## src/rtl/reorder_buffer_mc_pkg.sv

```systemverilog
// Shared types for the multi-commit reorder buffer: op kinds, store encodings,
// store FSM state codes and the per-entry record.
package reorder_buffer_mc_pkg;

  typedef enum logic [1:0] {
    OP_REG  = 2'd0,
    OP_ST   = 2'd1,
    OP_BR   = 2'd2,
    OP_JALR = 2'd3
  } rob_op_t;

  localparam logic [2:0] ST_SB = 3'd0;
  localparam logic [2:0] ST_SH = 3'd1;
  localparam logic [2:0] ST_SW = 3'd2;

  localparam logic [0:0] S_IDLE = 1'b0;
  localparam logic [0:0] S_WAIT = 1'b1;

  localparam int unsigned ROB_DEPTH_DEF = 8;
  typedef logic [$clog2(ROB_DEPTH_DEF)-1:0] rob_tag_t;

  typedef struct packed {
    logic        valid;
    logic        ready;
    rob_op_t     op;
    logic [4:0]  rd;
    logic [2:0]  st_type;
    logic [31:0] val;
    logic [31:0] addr;
    logic        mispredict;
    logic [31:0] target;
  } rob_entry_t;

endpackage

```

## src/rtl/reorder_buffer_mc_if.sv

```systemverilog
// Bundle of decoder, CDB, query, regfile, data-cache and predictor signals
// around the reorder buffer. slave = ROB side, master = environment side.
interface reorder_buffer_mc_if #(
  parameter int unsigned ROB_DEPTH    = 8,
  parameter int unsigned COMMIT_WIDTH = 2,
  parameter int unsigned NUM_WB       = 4,
  parameter int unsigned NUM_RD       = 2,
  parameter int unsigned TAG_W        = $clog2(ROB_DEPTH)
) ();

  logic                      disp_valid;
  logic                      disp_ready;
  logic [1:0]                disp_op;
  logic [4:0]                disp_rd;
  logic [2:0]                disp_store_type;
  logic [TAG_W-1:0]          disp_tag;

  logic [NUM_WB-1:0]         wb_valid;
  logic [NUM_WB*TAG_W-1:0]   wb_tag;
  logic [NUM_WB*32-1:0]      wb_val;
  logic [NUM_WB*32-1:0]      wb_addr;
  logic [NUM_WB-1:0]         wb_mispredict;
  logic [NUM_WB*32-1:0]      wb_target;

  logic [NUM_RD*TAG_W-1:0]   rd_tag;
  logic [NUM_RD-1:0]         rd_ready;
  logic [NUM_RD*32-1:0]      rd_val;

  logic [COMMIT_WIDTH-1:0]       commit_valid;
  logic [COMMIT_WIDTH*5-1:0]     commit_rd;
  logic [COMMIT_WIDTH*32-1:0]    commit_val;
  logic [COMMIT_WIDTH*TAG_W-1:0] commit_tag;

  logic                      mem_write;
  logic [31:0]               mem_address;
  logic [31:0]               mem_wdata;
  logic [3:0]                mem_byte_enable;
  logic                      mem_resp;

  logic                      flush;
  logic [31:0]               pc_correct;
  logic [31:0]               mispredict_pc;
  logic                      br_mispredict;
  logic                      jalr_mispredict;
  logic                      trap;

  modport slave (
    input  disp_valid, disp_op, disp_rd, disp_store_type,
    input  wb_valid, wb_tag, wb_val, wb_addr, wb_mispredict, wb_target,
    input  rd_tag, mem_resp,
    output disp_ready, disp_tag, rd_ready, rd_val,
    output commit_valid, commit_rd, commit_val, commit_tag,
    output mem_write, mem_address, mem_wdata, mem_byte_enable,
    output flush, pc_correct, mispredict_pc, br_mispredict, jalr_mispredict, trap
  );

  modport master (
    output disp_valid, disp_op, disp_rd, disp_store_type,
    output wb_valid, wb_tag, wb_val, wb_addr, wb_mispredict, wb_target,
    output rd_tag, mem_resp,
    input  disp_ready, disp_tag, rd_ready, rd_val,
    input  commit_valid, commit_rd, commit_val, commit_tag,
    input  mem_write, mem_address, mem_wdata, mem_byte_enable,
    input  flush, pc_correct, mispredict_pc, br_mispredict, jalr_mispredict, trap
  );

endinterface

```

## src/rtl/reorder_buffer_mc_store_unit.sv

```systemverilog
// Store drain FSM: issues the head store to the data cache, holds the request
// until mem_resp, and produces the byte mask and lane-rotated write data.
module rob_store_unit
  import reorder_buffer_mc_pkg::*;
(
  input  logic        clk,
  input  logic        rst,
  input  logic        start_i,
  input  logic        flush_i,
  input  logic [31:0] addr_i,
  input  logic [31:0] data_i,
  input  logic [2:0]  st_type_i,
  input  logic        mem_resp_i,
  output logic        done_o,
  output logic        mem_write_o,
  output logic [31:0] mem_address_o,
  output logic [31:0] mem_wdata_o,
  output logic [3:0]  mem_byte_enable_o
);

  logic [0:0]  state_q, state_d;
  logic [31:0] addr_q, wdata_q;
  logic [3:0]  be_q;
  logic [31:0] addr_c, wdata_c;
  logic [3:0]  be_c;
  logic [63:0] rot;

  always_comb begin
    addr_c  = {addr_i[31:2], 2'b00};
    rot     = {data_i, data_i} << {addr_i[1:0], 3'b000};
    wdata_c = rot[63:32];
    case (st_type_i)
      ST_SW:   be_c = 4'b1111;
      ST_SH:   be_c = addr_i[1] ? 4'b1100 : 4'b0011;
      default: be_c = 4'b0001 << addr_i[1:0];
    endcase
  end

  // Request is combinational from the head entry on the first cycle, then held in registers.
  always_comb begin
    state_d           = state_q;
    done_o            = 1'b0;
    mem_write_o       = 1'b0;
    mem_address_o     = '0;
    mem_wdata_o       = '0;
    mem_byte_enable_o = '0;
    case (state_q)
      S_IDLE: begin
        if (start_i) begin
          mem_write_o       = 1'b1;
          mem_address_o     = addr_c;
          mem_wdata_o       = wdata_c;
          mem_byte_enable_o = be_c;
          state_d           = S_WAIT;
        end
      end
      S_WAIT: begin
        mem_write_o       = 1'b1;
        mem_address_o     = addr_q;
        mem_wdata_o       = wdata_q;
        mem_byte_enable_o = be_q;
        if (mem_resp_i) begin
          done_o  = 1'b1;
          state_d = S_IDLE;
        end
      end
      default: state_d = S_IDLE;
    endcase
    if (flush_i) state_d = S_IDLE;
  end

  always_ff @(posedge clk or negedge rst) begin
    if (!rst) begin
      state_q <= S_IDLE;
      addr_q  <= '0;
      wdata_q <= '0;
      be_q    <= '0;
    end else begin
      state_q <= state_d;
      if (state_q == S_IDLE && start_i) begin
        addr_q  <= addr_c;
        wdata_q <= wdata_c;
        be_q    <= be_c;
      end
    end
  end

endmodule

```

## src/rtl/reorder_buffer_mc.sv

```systemverilog
// Reorder buffer with NUM_WB writeback channels and up to COMMIT_WIDTH retirements
// per cycle. Optional counters enabled by defining ROB_PERF_CNT_EN.
module reorder_buffer_mc
  import reorder_buffer_mc_pkg::*;
#(
  parameter int unsigned ROB_DEPTH    = 8,
  parameter int unsigned COMMIT_WIDTH = 2,
  parameter int unsigned NUM_WB       = 4,
  parameter int unsigned NUM_RD       = 2,
  parameter int unsigned TAG_W        = $clog2(ROB_DEPTH)
) (
  input  logic               clk,
  input  logic               rst,
  reorder_buffer_mc_if.slave bus
`ifdef ROB_PERF_CNT_EN
  ,
  output logic [31:0]        perf_retired,
  output logic [31:0]        perf_flushes,
  output logic [31:0]        perf_full_cycles
`endif
);

  typedef logic [TAG_W-1:0] tag_t;
  typedef logic [TAG_W:0]   cnt_t;

  tag_t       head_q, head_d, tail_q, tail_d;
  cnt_t       count_q, count_d, num_ret;
  rob_entry_t entries_q [ROB_DEPTH];
  rob_entry_t entries_d [ROB_DEPTH];
  tag_t       slot_idx  [COMMIT_WIDTH];
  rob_entry_t slot_e    [COMMIT_WIDTH];
  tag_t       wb_tag_w  [NUM_WB];
  tag_t       rd_tag_w  [NUM_RD];
  rob_entry_t head_e, disp_entry;
  logic [COMMIT_WIDTH-1:0] retire;
  logic       chain_ok, flush_c, accept, st_start, st_done;

  assign bus.disp_ready = (count_q < cnt_t'(ROB_DEPTH));
  assign bus.disp_tag   = tail_q;
  assign accept         = bus.disp_valid && bus.disp_ready && !flush_c;
  assign head_e         = entries_q[head_q];
  assign st_start       = (count_q != '0) && head_e.valid && head_e.ready && (head_e.op == OP_ST);

  always_comb begin
    for (int unsigned k = 0; k < COMMIT_WIDTH; k++) begin
      slot_idx[k] = head_q + tag_t'(k);
      slot_e[k]   = entries_q[slot_idx[k]];
    end
    for (int unsigned w = 0; w < NUM_WB; w++) wb_tag_w[w] = bus.wb_tag[w*TAG_W +: TAG_W];
    for (int unsigned r = 0; r < NUM_RD; r++) rd_tag_w[r] = bus.rd_tag[r*TAG_W +: TAG_W];
  end

  rob_store_unit u_store (
    .clk               (clk),
    .rst               (rst),
    .start_i           (st_start),
    .flush_i           (flush_c),
    .addr_i            (head_e.addr),
    .data_i            (head_e.val),
    .st_type_i         (head_e.st_type),
    .mem_resp_i        (bus.mem_resp),
    .done_o            (st_done),
    .mem_write_o       (bus.mem_write),
    .mem_address_o     (bus.mem_address),
    .mem_wdata_o       (bus.mem_wdata),
    .mem_byte_enable_o (bus.mem_byte_enable)
  );

  // Retirement walks slots in order; the first blocked slot, a store, or a mispredict ends the group.
  always_comb begin
    retire               = '0;
    chain_ok             = 1'b1;
    flush_c              = 1'b0;
    bus.commit_valid     = '0;
    bus.commit_rd        = '0;
    bus.commit_val       = '0;
    bus.commit_tag       = '0;
    bus.pc_correct       = '0;
    bus.mispredict_pc    = '0;
    bus.br_mispredict    = 1'b0;
    bus.jalr_mispredict  = 1'b0;
    bus.trap             = 1'b0;
    for (int unsigned k = 0; k < COMMIT_WIDTH; k++) begin
      if (chain_ok && (cnt_t'(k) < count_q) && slot_e[k].ready) begin
        if (slot_e[k].op == OP_ST) begin
          retire[k] = (k == 0) && st_done;
          chain_ok  = 1'b0;
        end else begin
          retire[k] = 1'b1;
          if (slot_e[k].op != OP_BR) begin
            bus.commit_valid[k]             = 1'b1;
            bus.commit_rd[k*5 +: 5]         = slot_e[k].rd;
            bus.commit_val[k*32 +: 32]      = slot_e[k].val;
            bus.commit_tag[k*TAG_W +: TAG_W] = slot_idx[k];
          end
          if (slot_e[k].op != OP_REG && slot_e[k].mispredict) begin
            flush_c             = 1'b1;
            bus.pc_correct      = slot_e[k].target;
            bus.mispredict_pc   = slot_e[k].addr;
            bus.br_mispredict   = (slot_e[k].op == OP_BR);
            bus.jalr_mispredict = (slot_e[k].op == OP_JALR);
            bus.trap            = (slot_e[k].target == slot_e[k].addr);
            chain_ok            = 1'b0;
          end
        end
      end else begin
        chain_ok = 1'b0;
      end
    end
    bus.flush = flush_c;
  end

  always_comb begin
    num_ret = '0;
    for (int unsigned k = 0; k < COMMIT_WIDTH; k++) num_ret = num_ret + cnt_t'(retire[k]);
  end

  // Operand query with same-cycle writeback bypass; the lowest channel wins.
  always_comb begin
    bus.rd_ready = '0;
    bus.rd_val   = '0;
    for (int unsigned r = 0; r < NUM_RD; r++) begin
      bus.rd_ready[r]        = entries_q[rd_tag_w[r]].valid && entries_q[rd_tag_w[r]].ready;
      bus.rd_val[r*32 +: 32] = entries_q[rd_tag_w[r]].val;
      for (int unsigned w = NUM_WB; w > 0; w--) begin
        if (bus.wb_valid[w-1] && entries_q[rd_tag_w[r]].valid && (wb_tag_w[w-1] == rd_tag_w[r])) begin
          bus.rd_ready[r]        = 1'b1;
          bus.rd_val[r*32 +: 32] = bus.wb_val[(w-1)*32 +: 32];
        end
      end
    end
  end

  always_comb begin
    disp_entry         = '0;
    disp_entry.valid   = 1'b1;
    disp_entry.op      = rob_op_t'(bus.disp_op);
    disp_entry.rd      = bus.disp_rd;
    disp_entry.st_type = bus.disp_store_type;
  end

  always_comb begin
    entries_d = entries_q;
    for (int unsigned k = 0; k < COMMIT_WIDTH; k++) begin
      if (retire[k]) entries_d[slot_idx[k]].valid = 1'b0;
    end
    for (int unsigned w = 0; w < NUM_WB; w++) begin
      if (bus.wb_valid[w] && entries_q[wb_tag_w[w]].valid) begin
        entries_d[wb_tag_w[w]].ready      = 1'b1;
        entries_d[wb_tag_w[w]].val        = bus.wb_val[w*32 +: 32];
        entries_d[wb_tag_w[w]].addr       = bus.wb_addr[w*32 +: 32];
        entries_d[wb_tag_w[w]].mispredict = bus.wb_mispredict[w];
        entries_d[wb_tag_w[w]].target     = bus.wb_target[w*32 +: 32];
      end
    end
    if (accept) entries_d[tail_q] = disp_entry;
    head_d  = head_q + tag_t'(num_ret);
    tail_d  = accept ? tail_q + tag_t'(1) : tail_q;
    count_d = count_q + cnt_t'(accept) - num_ret;
    if (flush_c) begin
      for (int unsigned i = 0; i < ROB_DEPTH; i++) entries_d[i] = '0;
      head_d  = '0;
      tail_d  = '0;
      count_d = '0;
    end
  end

  always_ff @(posedge clk or negedge rst) begin
    if (!rst) begin
      head_q  <= '0;
      tail_q  <= '0;
      count_q <= '0;
      for (int unsigned i = 0; i < ROB_DEPTH; i++) entries_q[i] <= '0;
    end else begin
      head_q    <= head_d;
      tail_q    <= tail_d;
      count_q   <= count_d;
      entries_q <= entries_d;
    end
  end

`ifdef ROB_PERF_CNT_EN
  logic [31:0] perf_retired_q, perf_flushes_q, perf_full_q;
  logic [32:0] ret_sum;

  assign ret_sum = {1'b0, perf_retired_q} + 33'(num_ret);

  always_ff @(posedge clk or negedge rst) begin
    if (!rst) begin
      perf_retired_q <= '0;
      perf_flushes_q <= '0;
      perf_full_q    <= '0;
    end else begin
      perf_retired_q <= ret_sum[32] ? '1 : ret_sum[31:0];
      if (flush_c && perf_flushes_q != '1) perf_flushes_q <= perf_flushes_q + 32'd1;
      if (!bus.disp_ready && perf_full_q != '1) perf_full_q <= perf_full_q + 32'd1;
    end
  end

  assign perf_retired     = perf_retired_q;
  assign perf_flushes     = perf_flushes_q;
  assign perf_full_cycles = perf_full_q;
`endif

endmodule

```

## src/flat_wrapper.sv

```systemverilog
// flat-port wrapper written by rule: the top's interface ports become plain ports
module reorder_buffer_mc_flat import reorder_buffer_mc_pkg::*;
#(
  parameter int unsigned ROB_DEPTH    = 8,
  parameter int unsigned COMMIT_WIDTH = 2,
  parameter int unsigned NUM_WB       = 4,
  parameter int unsigned NUM_RD       = 2,
  parameter int unsigned TAG_W        = $clog2(ROB_DEPTH)
)
  (clk, rst, bus_disp_valid, bus_disp_op, bus_disp_rd, bus_disp_store_type, bus_wb_valid, bus_wb_tag, bus_wb_val, bus_wb_addr, bus_wb_mispredict, bus_wb_target, bus_rd_tag, bus_mem_resp, bus_disp_ready, bus_disp_tag, bus_rd_ready, bus_rd_val, bus_commit_valid, bus_commit_rd, bus_commit_val, bus_commit_tag, bus_mem_write, bus_mem_address, bus_mem_wdata, bus_mem_byte_enable, bus_flush, bus_pc_correct, bus_mispredict_pc, bus_br_mispredict, bus_jalr_mispredict, bus_trap);
  reorder_buffer_mc_if #(.ROB_DEPTH(ROB_DEPTH), .COMMIT_WIDTH(COMMIT_WIDTH), .NUM_WB(NUM_WB), .NUM_RD(NUM_RD), .TAG_W(TAG_W)) bus_i ();
  input  logic clk;
  input  logic rst;
  input wire logic [$bits(bus_i.disp_valid)-1:0] bus_disp_valid;
  input wire logic [$bits(bus_i.disp_op)-1:0] bus_disp_op;
  input wire logic [$bits(bus_i.disp_rd)-1:0] bus_disp_rd;
  input wire logic [$bits(bus_i.disp_store_type)-1:0] bus_disp_store_type;
  input wire logic [$bits(bus_i.wb_valid)-1:0] bus_wb_valid;
  input wire logic [$bits(bus_i.wb_tag)-1:0] bus_wb_tag;
  input wire logic [$bits(bus_i.wb_val)-1:0] bus_wb_val;
  input wire logic [$bits(bus_i.wb_addr)-1:0] bus_wb_addr;
  input wire logic [$bits(bus_i.wb_mispredict)-1:0] bus_wb_mispredict;
  input wire logic [$bits(bus_i.wb_target)-1:0] bus_wb_target;
  input wire logic [$bits(bus_i.rd_tag)-1:0] bus_rd_tag;
  input wire logic [$bits(bus_i.mem_resp)-1:0] bus_mem_resp;
  output wire logic [$bits(bus_i.disp_ready)-1:0] bus_disp_ready;
  output wire logic [$bits(bus_i.disp_tag)-1:0] bus_disp_tag;
  output wire logic [$bits(bus_i.rd_ready)-1:0] bus_rd_ready;
  output wire logic [$bits(bus_i.rd_val)-1:0] bus_rd_val;
  output wire logic [$bits(bus_i.commit_valid)-1:0] bus_commit_valid;
  output wire logic [$bits(bus_i.commit_rd)-1:0] bus_commit_rd;
  output wire logic [$bits(bus_i.commit_val)-1:0] bus_commit_val;
  output wire logic [$bits(bus_i.commit_tag)-1:0] bus_commit_tag;
  output wire logic [$bits(bus_i.mem_write)-1:0] bus_mem_write;
  output wire logic [$bits(bus_i.mem_address)-1:0] bus_mem_address;
  output wire logic [$bits(bus_i.mem_wdata)-1:0] bus_mem_wdata;
  output wire logic [$bits(bus_i.mem_byte_enable)-1:0] bus_mem_byte_enable;
  output wire logic [$bits(bus_i.flush)-1:0] bus_flush;
  output wire logic [$bits(bus_i.pc_correct)-1:0] bus_pc_correct;
  output wire logic [$bits(bus_i.mispredict_pc)-1:0] bus_mispredict_pc;
  output wire logic [$bits(bus_i.br_mispredict)-1:0] bus_br_mispredict;
  output wire logic [$bits(bus_i.jalr_mispredict)-1:0] bus_jalr_mispredict;
  output wire logic [$bits(bus_i.trap)-1:0] bus_trap;
  assign bus_i.disp_valid = bus_disp_valid;
  assign bus_i.disp_op = bus_disp_op;
  assign bus_i.disp_rd = bus_disp_rd;
  assign bus_i.disp_store_type = bus_disp_store_type;
  assign bus_i.wb_valid = bus_wb_valid;
  assign bus_i.wb_tag = bus_wb_tag;
  assign bus_i.wb_val = bus_wb_val;
  assign bus_i.wb_addr = bus_wb_addr;
  assign bus_i.wb_mispredict = bus_wb_mispredict;
  assign bus_i.wb_target = bus_wb_target;
  assign bus_i.rd_tag = bus_rd_tag;
  assign bus_i.mem_resp = bus_mem_resp;
  assign bus_disp_ready = bus_i.disp_ready;
  assign bus_disp_tag = bus_i.disp_tag;
  assign bus_rd_ready = bus_i.rd_ready;
  assign bus_rd_val = bus_i.rd_val;
  assign bus_commit_valid = bus_i.commit_valid;
  assign bus_commit_rd = bus_i.commit_rd;
  assign bus_commit_val = bus_i.commit_val;
  assign bus_commit_tag = bus_i.commit_tag;
  assign bus_mem_write = bus_i.mem_write;
  assign bus_mem_address = bus_i.mem_address;
  assign bus_mem_wdata = bus_i.mem_wdata;
  assign bus_mem_byte_enable = bus_i.mem_byte_enable;
  assign bus_flush = bus_i.flush;
  assign bus_pc_correct = bus_i.pc_correct;
  assign bus_mispredict_pc = bus_i.mispredict_pc;
  assign bus_br_mispredict = bus_i.br_mispredict;
  assign bus_jalr_mispredict = bus_i.jalr_mispredict;
  assign bus_trap = bus_i.trap;
  reorder_buffer_mc #(.ROB_DEPTH(ROB_DEPTH), .COMMIT_WIDTH(COMMIT_WIDTH), .NUM_WB(NUM_WB), .NUM_RD(NUM_RD), .TAG_W(TAG_W)) u_core (.clk(clk), .rst(rst), .bus(bus_i));
endmodule
```

## config.mk

```make
export PLATFORM = sky130hd
export DESIGN_NAME = reorder_buffer_mc_flat
export DESIGN_NICKNAME = d
export VERILOG_FILES = /design/src/rtl/reorder_buffer_mc_pkg.sv /design/src/rtl/reorder_buffer_mc_if.sv /design/src/rtl/reorder_buffer_mc_store_unit.sv /design/src/rtl/reorder_buffer_mc.sv /design/src/flat_wrapper.sv
export SDC_FILE = /design/constraint.sdc
export NUM_CORES = 2
export LEC_CHECK = 0
export BUFFER_PORTS_ARGS = -buffer_cell sky130_fd_sc_hd__buf_2
export CORE_UTILIZATION = 25
export CTS_CLUSTER_DIAMETER = 30
export DETAILED_ROUTE_END_ITERATION = 10
export MAX_ROUTING_LAYER = met4
export PLACE_DENSITY_LB_ADDON = 0.05
export RECOVER_POWER = 100
export SETUP_SLACK_MARGIN = 0.5
export SLEW_MARGIN = 20
export SYNTH_ARGS = -nofsm -noshare
export SYNTH_HDL_FRONTEND = slang
export SYNTH_SLANG_ARGS = --single-unit
```

## constraint.sdc

```tcl
create_clock -name clk -period 6.7 [get_ports clk]
set_clock_uncertainty 0.2 [all_clocks]
set_input_delay 0.335 -clock clk [delete_from_list [all_inputs] [get_ports clk]]
set_output_delay 0.335 -clock clk [all_outputs]
set_load 0.01 [all_outputs]
```

==> reports/results.txt <==
run status: finished with violations
failing checks: capacitance limit, slew limit
GRT Overall Usage: 35.4%
Worst R2R Start: u_core.head_q[0]$_DFF_PN0_
Startpoint Class: register
unrepaired setup endpoints after global routing: true
Post-synth EDFFs: 0
wire length per cell after detailed routing: 37.4 um
antenna violations before repair: 119
CTS tree: yes
count of cell types in the netlist: 79
Avg Synthesized Cell Area: 7.86 um^2
Post-Syn Instances: 10,500
register area share after synthesis: 28.7%
clock buffer count from CTS: 402
Root Driver: clkbuf_16
clk_lat worst skew: 0.96 ns
pre-CTS setup slack: 0.997 ns
Cell Pwr Density: 224 nW/um^2
Core Region: 328,000 um^2
Worst IR Drop VDD: 0.000202 V
Syn-to-layout area delta: 32.2%
ys async rst share: 100%
# port buffers: 710
Die Span X: 578 um
grt ovf: 0
hpwl dp: 368,000 um
die height: 578 um
final hold vios: 0
row count: 210
maximum number of pins on one net before global-route repair: 146
min Tclk post-route: 6.44 ns
Clock Tree Buf Depth: 4
first-pass GRT wire length: 801,000 um
number of global-route vias before repair: 90,900
Worst Hold Class: in2reg
layout cells sized above 1: 15.6%
Ports: 713
Final nets: 11,600
synthesized area: 82,800 um^2
critical path required time: 6.16 ns
CTS clock-pin slew for the worst setup and hold paths: 0.04 ns
crit end category: output pin
initial DRC count: 12,200
flop and latch count out of synthesis: 949
Final setup viols: 0
DR vias: 96,100
Critical Path Fanout Max: 74
H-tree depth: 5
top_reg_cell synth: dfrtp_1
Die Area: 334,000 um^2
fillers: 34,200
max cap viols: 12
Leakage: 43.7 nW
ANT nets after route: 0
Detailed Route WL: 596,000 um
relative max-transition margin: -139%
worst setup margin: 0.256 ns
critical path class: reg2out
Vias per Instance: 6.04
synth warn: 0
maximum clock frequency: 155 MHz
Hold Startpoint: bus_wb_tag[9]
period utilization: 96.2%
Slew @ Worst Pin: 3.58 ns
Worst EP arrival: 5.91 ns
Slew Limit Fails: 434
GP Congestion: 0.922
Pre-antenna DRT Iters: 8
drt drc: 0
CTS Sinks: 949
starting density of the core: 25.2%
crit path launch: u_core.head_q[2]$_DFF_PN0_
setup TNS: 0 ns
through the flow:
step / power (mW) / instance area [um^2] / util (%) / hold WS (ns) / instances
after floorplan: 6.22 / 82800 / - / -0.161 / 10500
after global placement: 6.73 / 89300 / 27.2 / 0.255 / 14400
after detailed placement: 6.72 / 89400 / 27.2 / 0.262 / 14400
after CTS: 24.6 / 110000 / 33.4 / 0.000170 / 15800
after global routing: 25.0 / 109000 / 33.3 / 0.0925 / 15900
final: 24.5 / 109000 / 33.3 / 0.0567 / 15900
layout by cell type, fill, tap and decap left out, types with 40 or more instances in the layout:
cell type / synthesis / layout
mux2_2: 95 / 92
o221ai_1: 41 / 40
a211oi_1: 1579 / 1578
xor2_1: 53 / 52
a22oi_1: 58 / 58
dfrtp_1: 949 / 945
dlygate4sd3_1: 0 / 699
nor2_1: 1842 / 1828
nor3_1: 53 / 47
or3_1: 50 / 48
buf_2: 121 / 482
buf_12: 0 / 53
diode_2: 0 / 58
nand2_1: 878 / 870
buf_4: 24 / 235
nand3_1: 184 / 176
mux2i_1: 1039 / 1032
clkbuf_1: 952 / 394
a221oi_1: 65 / 65
o22ai_1: 131 / 131
clkbuf_8: 0 / 125
o21ai_0: 250 / 238
a21oi_1: 1000 / 998
clkbuf_16: 0 / 405
o211ai_1: 69 / 69
mux4_2: 211 / 211
final timing paths:
| kind | to | slack [ns] | depth (start not counted) |
|---|---|---|---|
| max | bus_mem_byte_enable[3] | 0.26 | 12 |
| min | u_core.entries_q[434]$_DFF_PN0_ | 0.06 | 4 |
| max reg2reg | u_core.entries_q[680]$_DFF_PN0_ | 0.40 | 15 |
| min reg2reg | u_core.u_store.addr_q[30]$_DFFE_PN0P_ | 0.27 | 2 |
| max in group asynchronous | u_core.u_store.wdata_q[26]$_DFFE_PN0P_ | 0.68 | 3 |
| min in group asynchronous | u_core.entries_q[192]$_DFF_PN0_ | 2.12 | 3 |
cell usage after synthesis, types with 34 or more instances:
cell type,n,share of area (%)
a21oi_1,1000,6.0
xor2_1,53,0.56
o221ai_1,41,0.43
nand3_1,184,1.1
o211ai_1,69,0.63
or3_1,50,0.38
a21o_1,39,0.35
mux2_2,95,1.3
a22oi_1,58,0.53
buf_2,121,0.73
mux4_2,211,5.7
nor2_1,1842,8.3
nand2_1,878,4.0
clkbuf_2,38,0.23
a31oi_1,34,0.26
nor3_1,53,0.32
xnor2_1,40,0.42
dfrtp_1,949,29
o22ai_1,131,0.99
nand4_1,37,0.28
o21ai_0,250,1.5
mux2i_1,1039,13
a221oi_1,65,0.69
buf_1,347,1.6
clkbuf_1,952,4.3
a211oi_1,1579,14
power by group:
part	switching (mW)	internal, mW
clock network	5.28	12.3
registers	0.00127	5.76
logic	0.796	0.332
total	6.08	18.4
critical path, stage by stage, from the launching register on:
cell and delay (ns):
dfrtp_4 0.64, buf_16 0.33, buf_4 0.33, nor2b_1 0.17, buf_4 0.32, a221oi_1 0.40
o211a_1 0.27, clkinv_1 0.33, clkbuf_2 0.69, a21oi_1 0.88, nor2_1 0.12, a21o_1 0.19
buf_2 0.13
what timing repair did:
action | CTS | global route
hold buffers | 700 | 0
setup endpoints to repair | 49 | 81
pin swaps | 3 | 2
cloned | 1 | 0
setup buffers | 10 | 8
gates resized for setup | 10 | 48
hold endpoints to repair | 1088 | 0
sequential cells by signal, indices dropped and copies added (netlist names):
signal and count:
u_core.u_store.wdata_q 32, u_core.u_store.addr_q 30, u_core.u_store.be_q 4, u_core.entries_q 872
u_core.bus.disp_tag 3, u_core.u_store.state_q 1, u_core.head_q 3, u_core.count_q 4
cell type report:
cell class	count	area [um^2]	area share (%)
Inverter	24	103	0.0937
Timing Repair Buffer	1734	13400	12.2
Antenna cell	58	145	0.133
Multi-Input combinational cell	8068	53600	48.9
Tap cell	4346	5440	4.97
Sequential cell	949	23800	21.7
Clock buffer	673	12400	11.3
Clock inverter	64	676	0.617
cell families (layout without fill, tap and decap cells):
family                   count (synthesis)  after routing  synth area share [%]
buffers and inverters                 1519           2495                  7.36
AND/OR/NAND/NOR                       3217           3218                  16.0
other                                    1             60               0.00453
flip-flops                             949            949                  28.7
XOR/XNOR                                93             93                 0.984
AO/OA/AOI/OAI                         3388           3388                  27.1
multiplexers                          1347           1347                  19.6
adder cells (fa/ha/maj)                 20             20                 0.320
layer usage:
layer  track usage (%)  share of wire (%)  vias to the layer above  routed length [um]
li1                  -                  -                    40200                   -
met1              43.7                 41                    48200              241000
met2              53.7                 44                     6120              264000
met3              7.61                8.8                     1552               52500
met4              19.2                6.4                        0               38100
met5                 -                  0                        -                   0
Note: power is estimated with default switching activity, not from simulation.
